<file path="config.mk">
export PLATFORM = sky130hd
export DESIGN_NAME = if_stage_skid
export DESIGN_NICKNAME = d
export VERILOG_FILES = /design/src/rtl/if_stage_skid.sv
export SDC_FILE = /design/constraint.sdc
export NUM_CORES = 1
export LEC_CHECK = 0
export BUFFER_PORTS_ARGS = -buffer_cell sky130_fd_sc_hd__buf_2
export CORE_AREA = 2 2 113 115
export CTS_BUF_LIST = sky130_fd_sc_hd__clkbuf_8
export DETAILED_ROUTE_END_ITERATION = 8
export DIE_AREA = 0 0 115 117
export GPL_ROUTABILITY_DRIVEN = 0
export PLACE_DENSITY = 0.79
export RECOVER_POWER = 25
export SYNTH_ARGS = -nofsm -noshare
export SYNTH_HDL_FRONTEND = slang
export SYNTH_SLANG_ARGS = --single-unit
</file>
<file path="constraint.sdc">
create_clock -name clk -period 3.9 [get_ports clk]
set_input_delay 0.195 -clock clk [delete_from_list [all_inputs] [get_ports clk]]
set_output_delay 0.195 -clock clk [all_outputs]
set_load 0.02 [all_outputs]
</file>
<file path="src/rtl/if_stage_skid.sv">
// if_stage_skid: instruction-fetch stage with a two-entry {pc, inst} buffer
// (main + skid register) between the pre-IF PC generator and decode.
// fs_stall is decoded purely from registers, so ds_allowin never reaches
// the PC logic combinationally.
// Optional feature macro: FS_ADEF_CHECK_EN (fetch-address alignment fault;
// a faulting fetch captures NOP_INST and raises fs_to_ds_excp).
module if_stage_skid #(
  parameter int                PC_W     = 32,
  parameter int                INST_W   = 32,
  parameter logic [INST_W-1:0] NOP_INST = 32'h03400000
) (
  input  logic              clk,
  input  logic              reset,
  input  logic              pre_fs_valid,
  input  logic [PC_W-1:0]   pre_fs_pc,
  input  logic [INST_W-1:0] inst_sram_rdata,
  input  logic              br_taken_cancel,
  input  logic              ds_allowin,
  output logic              fs_stall,
  output logic              fs_to_ds_valid,
  output logic [PC_W-1:0]   fs_to_ds_pc,
  output logic [INST_W-1:0] fs_to_ds_inst,
  output logic              fs_to_ds_excp
);

  typedef enum logic [1:0] {
    S_EMPTY = 2'd0,
    S_ONE   = 2'd1,
    S_FULL  = 2'd2
  } state_e;

  state_e              state_r;
  state_e              state_nxt_s;
  logic                valid_r;
  logic                stall_r;
  logic [PC_W-1:0]     main_pc_r;
  logic [INST_W-1:0]   main_inst_r;
  logic                main_excp_r;
  logic [PC_W-1:0]     skid_pc_r;
  logic [INST_W-1:0]   skid_inst_r;
  logic                skid_excp_r;

  logic                in_fire_s;
  logic                out_fire_s;
  logic                in_excp_s;
  logic [INST_W-1:0]   in_inst_s;
  logic                load_main_s;
  logic                load_skid_s;
  logic                shift_s;

  // The SRAM word is only valid in the cycle the PC is presented, so the
  // entry is formed here and captured on in_fire; never re-sampled later.
`ifdef FS_ADEF_CHECK_EN
  assign in_excp_s = (pre_fs_pc[1:0] != 2'b00);
  assign in_inst_s = in_excp_s ? NOP_INST : inst_sram_rdata;
`else
  assign in_excp_s = 1'b0;
  assign in_inst_s = inst_sram_rdata;
`endif

  // A cancel kills both handshakes: nothing enters and nothing leaves.
  assign in_fire_s  = pre_fs_valid & ~stall_r & ~br_taken_cancel;
  assign out_fire_s = valid_r & ds_allowin & ~br_taken_cancel;

  // Next-state and datapath-steering decode, cancel taking priority.
  always_comb begin
    state_nxt_s = state_r;
    load_main_s = 1'b0;
    load_skid_s = 1'b0;
    shift_s     = 1'b0;
    if (br_taken_cancel) begin
      state_nxt_s = S_EMPTY;
    end else begin
      case (state_r)
        S_EMPTY: begin
          if (in_fire_s) begin
            load_main_s = 1'b1;
            state_nxt_s = S_ONE;
          end else begin
            state_nxt_s = S_EMPTY;
          end
        end
        S_ONE: begin
          if (in_fire_s && out_fire_s) begin
            load_main_s = 1'b1;
            state_nxt_s = S_ONE;
          end else if (in_fire_s) begin
            load_skid_s = 1'b1;
            state_nxt_s = S_FULL;
          end else if (out_fire_s) begin
            state_nxt_s = S_EMPTY;
          end else begin
            state_nxt_s = S_ONE;
          end
        end
        S_FULL: begin
          // in_fire cannot occur here: fs_stall is high while FULL.
          if (out_fire_s) begin
            shift_s     = 1'b1;
            state_nxt_s = S_ONE;
          end else begin
            state_nxt_s = S_FULL;
          end
        end
        default: begin
          state_nxt_s = S_EMPTY;
        end
      endcase
    end
  end

  // Occupancy register plus valid/stall flags registered from the next state.
  always_ff @(posedge clk or posedge reset) begin
    if (reset) begin
      state_r <= S_EMPTY;
      valid_r <= 1'b0;
      stall_r <= 1'b0;
    end else begin
      state_r <= state_nxt_s;
      valid_r <= (state_nxt_s != S_EMPTY);
      stall_r <= (state_nxt_s == S_FULL);
    end
  end

  // Main entry: loaded from the input or promoted from the skid; otherwise
  // holds, so pc/inst/excp keep their last values while empty.
  always_ff @(posedge clk or posedge reset) begin
    if (reset) begin
      main_pc_r   <= {PC_W{1'b0}};
      main_inst_r <= {INST_W{1'b0}};
      main_excp_r <= 1'b0;
    end else if (load_main_s) begin
      main_pc_r   <= pre_fs_pc;
      main_inst_r <= in_inst_s;
      main_excp_r <= in_excp_s;
    end else if (shift_s) begin
      main_pc_r   <= skid_pc_r;
      main_inst_r <= skid_inst_r;
      main_excp_r <= skid_excp_r;
    end
  end

  // Skid entry: catches the second in-flight fetch while decode is stalled.
  always_ff @(posedge clk or posedge reset) begin
    if (reset) begin
      skid_pc_r   <= {PC_W{1'b0}};
      skid_inst_r <= {INST_W{1'b0}};
      skid_excp_r <= 1'b0;
    end else if (load_skid_s) begin
      skid_pc_r   <= pre_fs_pc;
      skid_inst_r <= in_inst_s;
      skid_excp_r <= in_excp_s;
    end
  end

  assign fs_stall       = stall_r;
  assign fs_to_ds_valid = valid_r;
  assign fs_to_ds_pc    = main_pc_r;
  assign fs_to_ds_inst  = main_inst_r;
  assign fs_to_ds_excp  = main_excp_r;

endmodule

</file>
# Word-level counts from Yosys, hierarchy flattened

Cells that the tools add are included.

Flip-flop bits (word level): 133
Bits of input ports: 69
Output and inout port bits: 67
Word-level logic and storage cells: 44

Equal/unequal tests: 3
Mux-type cells: 23
Bitwise operators: 6
Reductions and logical operators: 4

Operators by type and width:

| kind                                                                  | number |
|---|---|
| 32-bit 2-to-1 mux                                                     | 4 |
| 1-bit 2-to-1 mux                                                      | 13 |
| 2-bit 2-to-1 mux                                                      | 4 |
| 2-bit one-hot mux with 3 select lines                                 | 1 |
| 1-bit AND                                                             | 4 |
| 2-bit equality test, second input constant                            | 2 |
| 2-bit nonzero test                                                    | 2 |
| 2-bit by 1-bit equality test with 1-bit output, second input constant | 1 |
| 2-bit zero test                                                       | 1 |
| 1-bit inverter                                                        | 2 |
| 1-bit one-hot mux with 2 select lines                                 | 1 |
| 1-bit logical AND                                                     | 1 |

# Depth between registers and ports, before layout

Word-level depth: 8
Mapped depth: 10
Depth with buffers taken out: 6

# Least setup slack after synthesis

Ideal clock, no wire load.

Path kind: reg-to-reg
Start: register valid_r, in the netlist fs_to_ds_valid
End: register skid_inst_r[0]
Library setup time: 0.125 ns
Arrival: 2.142 ns
Required time: 3.775 ns
Slack: 1.633 ns
Stages on the path, launching flop included: 9
Buffers on the path: 3
Clock period less this slack: 2.267 ns
Path through: dfrtp_1 nand3b_4 buf_2 clkbuf_1 ha_1 nand3b_1 nor2_2 buf_4 mux2_2

Word-level cells in the longest chain between the ends: 6

Ends and longest elaborated chain:

| what                    | RTL line | RTL |
|---|---|---|
| start, declared         | 34       | `logic valid_r;` |
| start signal, assigned  | 120      | `valid_r <= (state_nxt_s != S_EMPTY);` |
| 1-bit AND (2 in series) | 63       | `assign out_fire_s = valid_r & ds_allowin & ~br_taken_cancel;` |
| 1-bit logical AND       | 84       | `if (in_fire_s && out_fire_s) begin` |
| 1-bit 2-to-1 mux        | 84       |  |
| 1-bit 2-to-1 mux        | 74       | `case (state_r)` |
| 1-bit 2-to-1 mux        | 71       | `if (br_taken_cancel) begin` |
| end signal, assigned    | 147      | `skid_inst_r <= {INST_W{1'b0}};` |
| end signal, assigned    | 151      | `skid_inst_r <= in_inst_s;` |
| end, declared           | 40       | `logic [INST_W-1:0] skid_inst_r;` |

Every way passes these cells.
A chain may end at the register's enable or synchronous reset.

==> metrics.log <==
[metrics] VDD IR-drop max: 0.261 mV
[metrics] Final Setup Violations: 0
[metrics] fin nets: 737
[metrics] HPWL after detailed placement: 9.46 mm
[metrics] beginning of the worst hold path: pre_fs_pc[29]
[metrics] drt via density: 6.19
[metrics] launching element type of the critical path: primary input
[metrics] required arrival time at the worst endpoint: 4.47 ns
[metrics] power density over the cells: 543 nW/µm²
[metrics] Internal Pwr Total: 2.69 mW
[metrics] part of the total power dissipated in sequential elements: 49.1%
[metrics] number of antenna violations at the first check in global routing: 0
[metrics] skew final: 0.00974 ns
[metrics] std cell rows: 41
[metrics] unrepaired setup endpoints after global routing: no
[metrics] later-pin clock latency in the skew report: 0.44 ns
[metrics] I/O pins: 136
[metrics] floorplan die width: 115 µm
[metrics] overall die area: 13,500 µm²
[metrics] total of max-cap violations: 1
[metrics] vias in the first global route: 5,092
[metrics] share of post-route cells with drive strength above 1: 24.9%
[metrics] Layout area overhead: 19.3%
[metrics] Wirelength per Cell: 18.7 µm
[metrics] endpoint arrival time on the critical path: 3.40 ns
[metrics] warning count from the yosys run: 0
[metrics] All-Layer GR Usage: 24.0%
[metrics] Worst-path clk slew: 0.07 ns
[metrics] switching pwr: 1.24 mW
[metrics] cell area after synthesis: 6070 µm²
[metrics] post-synth cell types: 27
[metrics] fin util: 58.8%
[metrics] kind of critical path: primary input to async pin
[metrics] clk buf depth: 2
[metrics] violations in the final reports: max-capacitance violations, max-slew violations
[metrics] max-slew violation count: 74
[metrics] wire length of the first global-routing pass: 25.2 mm
[metrics] Hold Crit Class: primary input to flip-flop
[metrics] H-tree levels: 4
[metrics] area of the core: 12,300 µm²
[metrics] Pre-Repair DR Iteration Count: 5
[metrics] Worst Max-Slew Pin Slew: 2.66 ns
[metrics] Clock power frac: 28.1%
[metrics] pin count of the biggest net entering global routing: 74
[metrics] Detailed Route WL: 15.5 mm
[metrics] cells after synthesis: 543
[metrics] post-route ant nets: 0
[metrics] delay of the slowest cell on the worst path: 1.85 ns
[metrics] number of synthesized register bits: 132
[metrics] total clock sinks: 132
[metrics] CTS tree: done
[metrics] switching share of power: 31.6%
[metrics] Resize count post-CTS: 0
[metrics] worst max-slew margin expressed relative to the limit: -77.6%
[metrics] count of filler cells inserted in the layout: 1,039
[metrics] Max Fclk: 354 MHz
[metrics] number of nets produced by synthesis: 614
[metrics] vertical die dimension: 117 µm
[metrics] overflow left after global routing: 0
[metrics] FF/Latch Area: 3300 µm²
[metrics] worst-case setup margin in the final layout: 1.08 ns
[metrics] leakage power: 2.83 nW
[metrics] placement-stage worst setup slack: 1.03 ns
[metrics] Worst Setup End Kind: async pin
[metrics] combinational share of power: 22.8%
[metrics] cell chosen for the clock root: sky130_fd_sc_hd__clkbuf_8
[metrics] portion of the clock cycle consumed by the worst path in the final layout: 72.4%
[metrics] Ant. Diodes: 0
[metrics] Starting Density: 49.3%
[metrics] DRC violation count after routing: 0
[metrics] worst reg2reg startpoint: fs_to_ds_valid
[metrics] sequential share of the synthesized area: 54.5%
[metrics] largest fanout on the critical path: 73
[metrics] routed vias: 5,122
[metrics] Sum Neg Setup Slack: 0 ns
[metrics] Hold Violations, Final: 0
[metrics] count of port buffers added during placement: 134
[metrics] crit path max-delay cell type: sky130_fd_sc_hd__inv_1
[metrics] starting DRC count in detailed routing: 333
[metrics] Period minus WS final: 2.82 ns
[metrics] Inserted Clock Buffers: 17
[metrics] outcome: complete, but fails checks
[metrics] average instance area after synthesis: 11.2 µm²
[metrics] slack of the worst reg-to-reg path: 1.08 ns
[metrics] Crit. Startpoint: reset
[metrics] Cell Chain, Critical Path: dlygate4sd3_1, buf_2, inv_1, buf_4
[metrics] combined area of the multi-input logic cells: 2430 µm²
[layout by cell type, fill, tap and decap left out, drive strengths merged]
cell / count
dfrtp: 132
buf: 81
clkbuf: 80
a31oi: 65
nand3: 64
o21ai: 64
a211oi: 64
mux2: 64
dlygate4sd3: 27
clkinv: 5
nand2: 5
inv: 4
a21oi: 3
clkinvlp: 3
ha: 2
bufinv: 2
nand3b: 2
nor2: 2
a21o: 2
or3b: 1
or2: 1
nor2b: 1
nand2b: 1
nor3b: 1
a2111oi: 1
conb: 1
[worst max-delay path, delay by kind of cell]
| family | cells | cell delay (ns) |
|---|---|---|
| buffers and inverters | 4 | 3.14 |
[Yosys cell counts, drive strengths merged]
cell type / count / area (µm²)
a211oi: 64 / 480
a2111oi: 1 / 8.76
or3b: 1 / 8.76
dfrtp: 132 / 3300
ha: 2 / 25.0
or2: 1 / 6.26
nand3b: 2 / 27.5
nand3: 64 / 320
inv: 2 / 7.51
conb: 1 / 3.75
nor3b: 1 / 7.51
nand2: 5 / 18.8
clkbuf: 41 / 154
a21oi: 3 / 15.0
a31oi: 65 / 407
nor2b: 1 / 6.26
a21o: 2 / 15.0
buf: 24 / 194
mux2: 64 / 721
o21ai: 64 / 320
nand2b: 1 / 6.26
nor2: 2 / 10.0
[per-stage QoR]
stage / hold WS (ns) / total power, mW / cells / cell area (µm²)
after global placement: 0.426 / 2.81 / 770 / 6670
after CTS: 0.00000636 / 3.98 / 828 / 7320
after global routing: 0.00126 / 4.15 / 828 / 7240
after detailed placement: 0.442 / 2.86 / 770 / 6670
after floorplan: 0.330 / 2.54 / 543 / 6070
final: 0.0206 / 3.93 / 828 / 7240
[layer usage]
metal / GRT usage (%) / routed length, µm
met4: 10.4 / 371
met2: 38.9 / 7540
met3: 5.20 / 1070
met1: 31.4 / 6510
met5: 0 / 0
[final cells by class]
cell class / instances / area share [%]
clock buffers: 19 / 3.61
clock inverters: 12 / 1.59
inverters: 2 / 0.104
multi-input cells: 344 / 33.5
flip-flops and latches: 132 / 45.6
well taps: 150 / 2.59
repair buffers: 169 / 12.9
[power groups by stage]
stage | combinational (mW) | sequential (mW) | clock, mW
6_report | 0.897 | 1.93 | 1.10
5_1_grt | 0.993 | 1.97 | 1.18
4_1_cts | 0.938 | 1.92 | 1.12
3_5_place_dp | 0.915 | 1.95 | 0
3_3_place_gp | 0.878 | 1.93 | 0
2_1_floorplan | 0.457 | 2.08 | 0
[logic make-up after synthesis]
logic type | after synthesis | synth area share [%]
AND/OR/NAND/NOR | 78 | 6.79
flip-flops | 132 | 54.5
adder cells (fa/ha/maj) | 2 | 0.412
buffers and inverters | 67 | 5.86
other | 1 | 0.0618
multiplexers | 64 | 11.9
AO/OA/AOI/OAI | 199 | 20.5
[state kept, by name, summed over array words and instances (netlist names)]
| register | flops |
|---|---|
| skid_pc_r | 32 |
| fs_stall | 1 |
| skid_inst_r | 32 |
| fs_to_ds_valid | 1 |
| state_r | 2 |
| fs_to_ds_inst | 32 |
| fs_to_ds_pc | 32 |
[worst paths after layout]
kind | to | depth (start not counted)
min in group asynchronous | fs_to_ds_inst[24] | 3
hold reg to reg | skid_pc_r[31] | 1
setup / recovery | fs_to_ds_pc[28] | 4
hold / removal | skid_pc_r[29] | 2
setup reg to reg | skid_inst_r[1] | 6
max in group clk | skid_inst_r[1] | 6
[repair_timing]
action,in CTS,in global routing
hold buffers,27,0
setup buffers,0,0
hold endpoints to repair,97,0
Note: power is estimated with default switching activity, not from simulation.
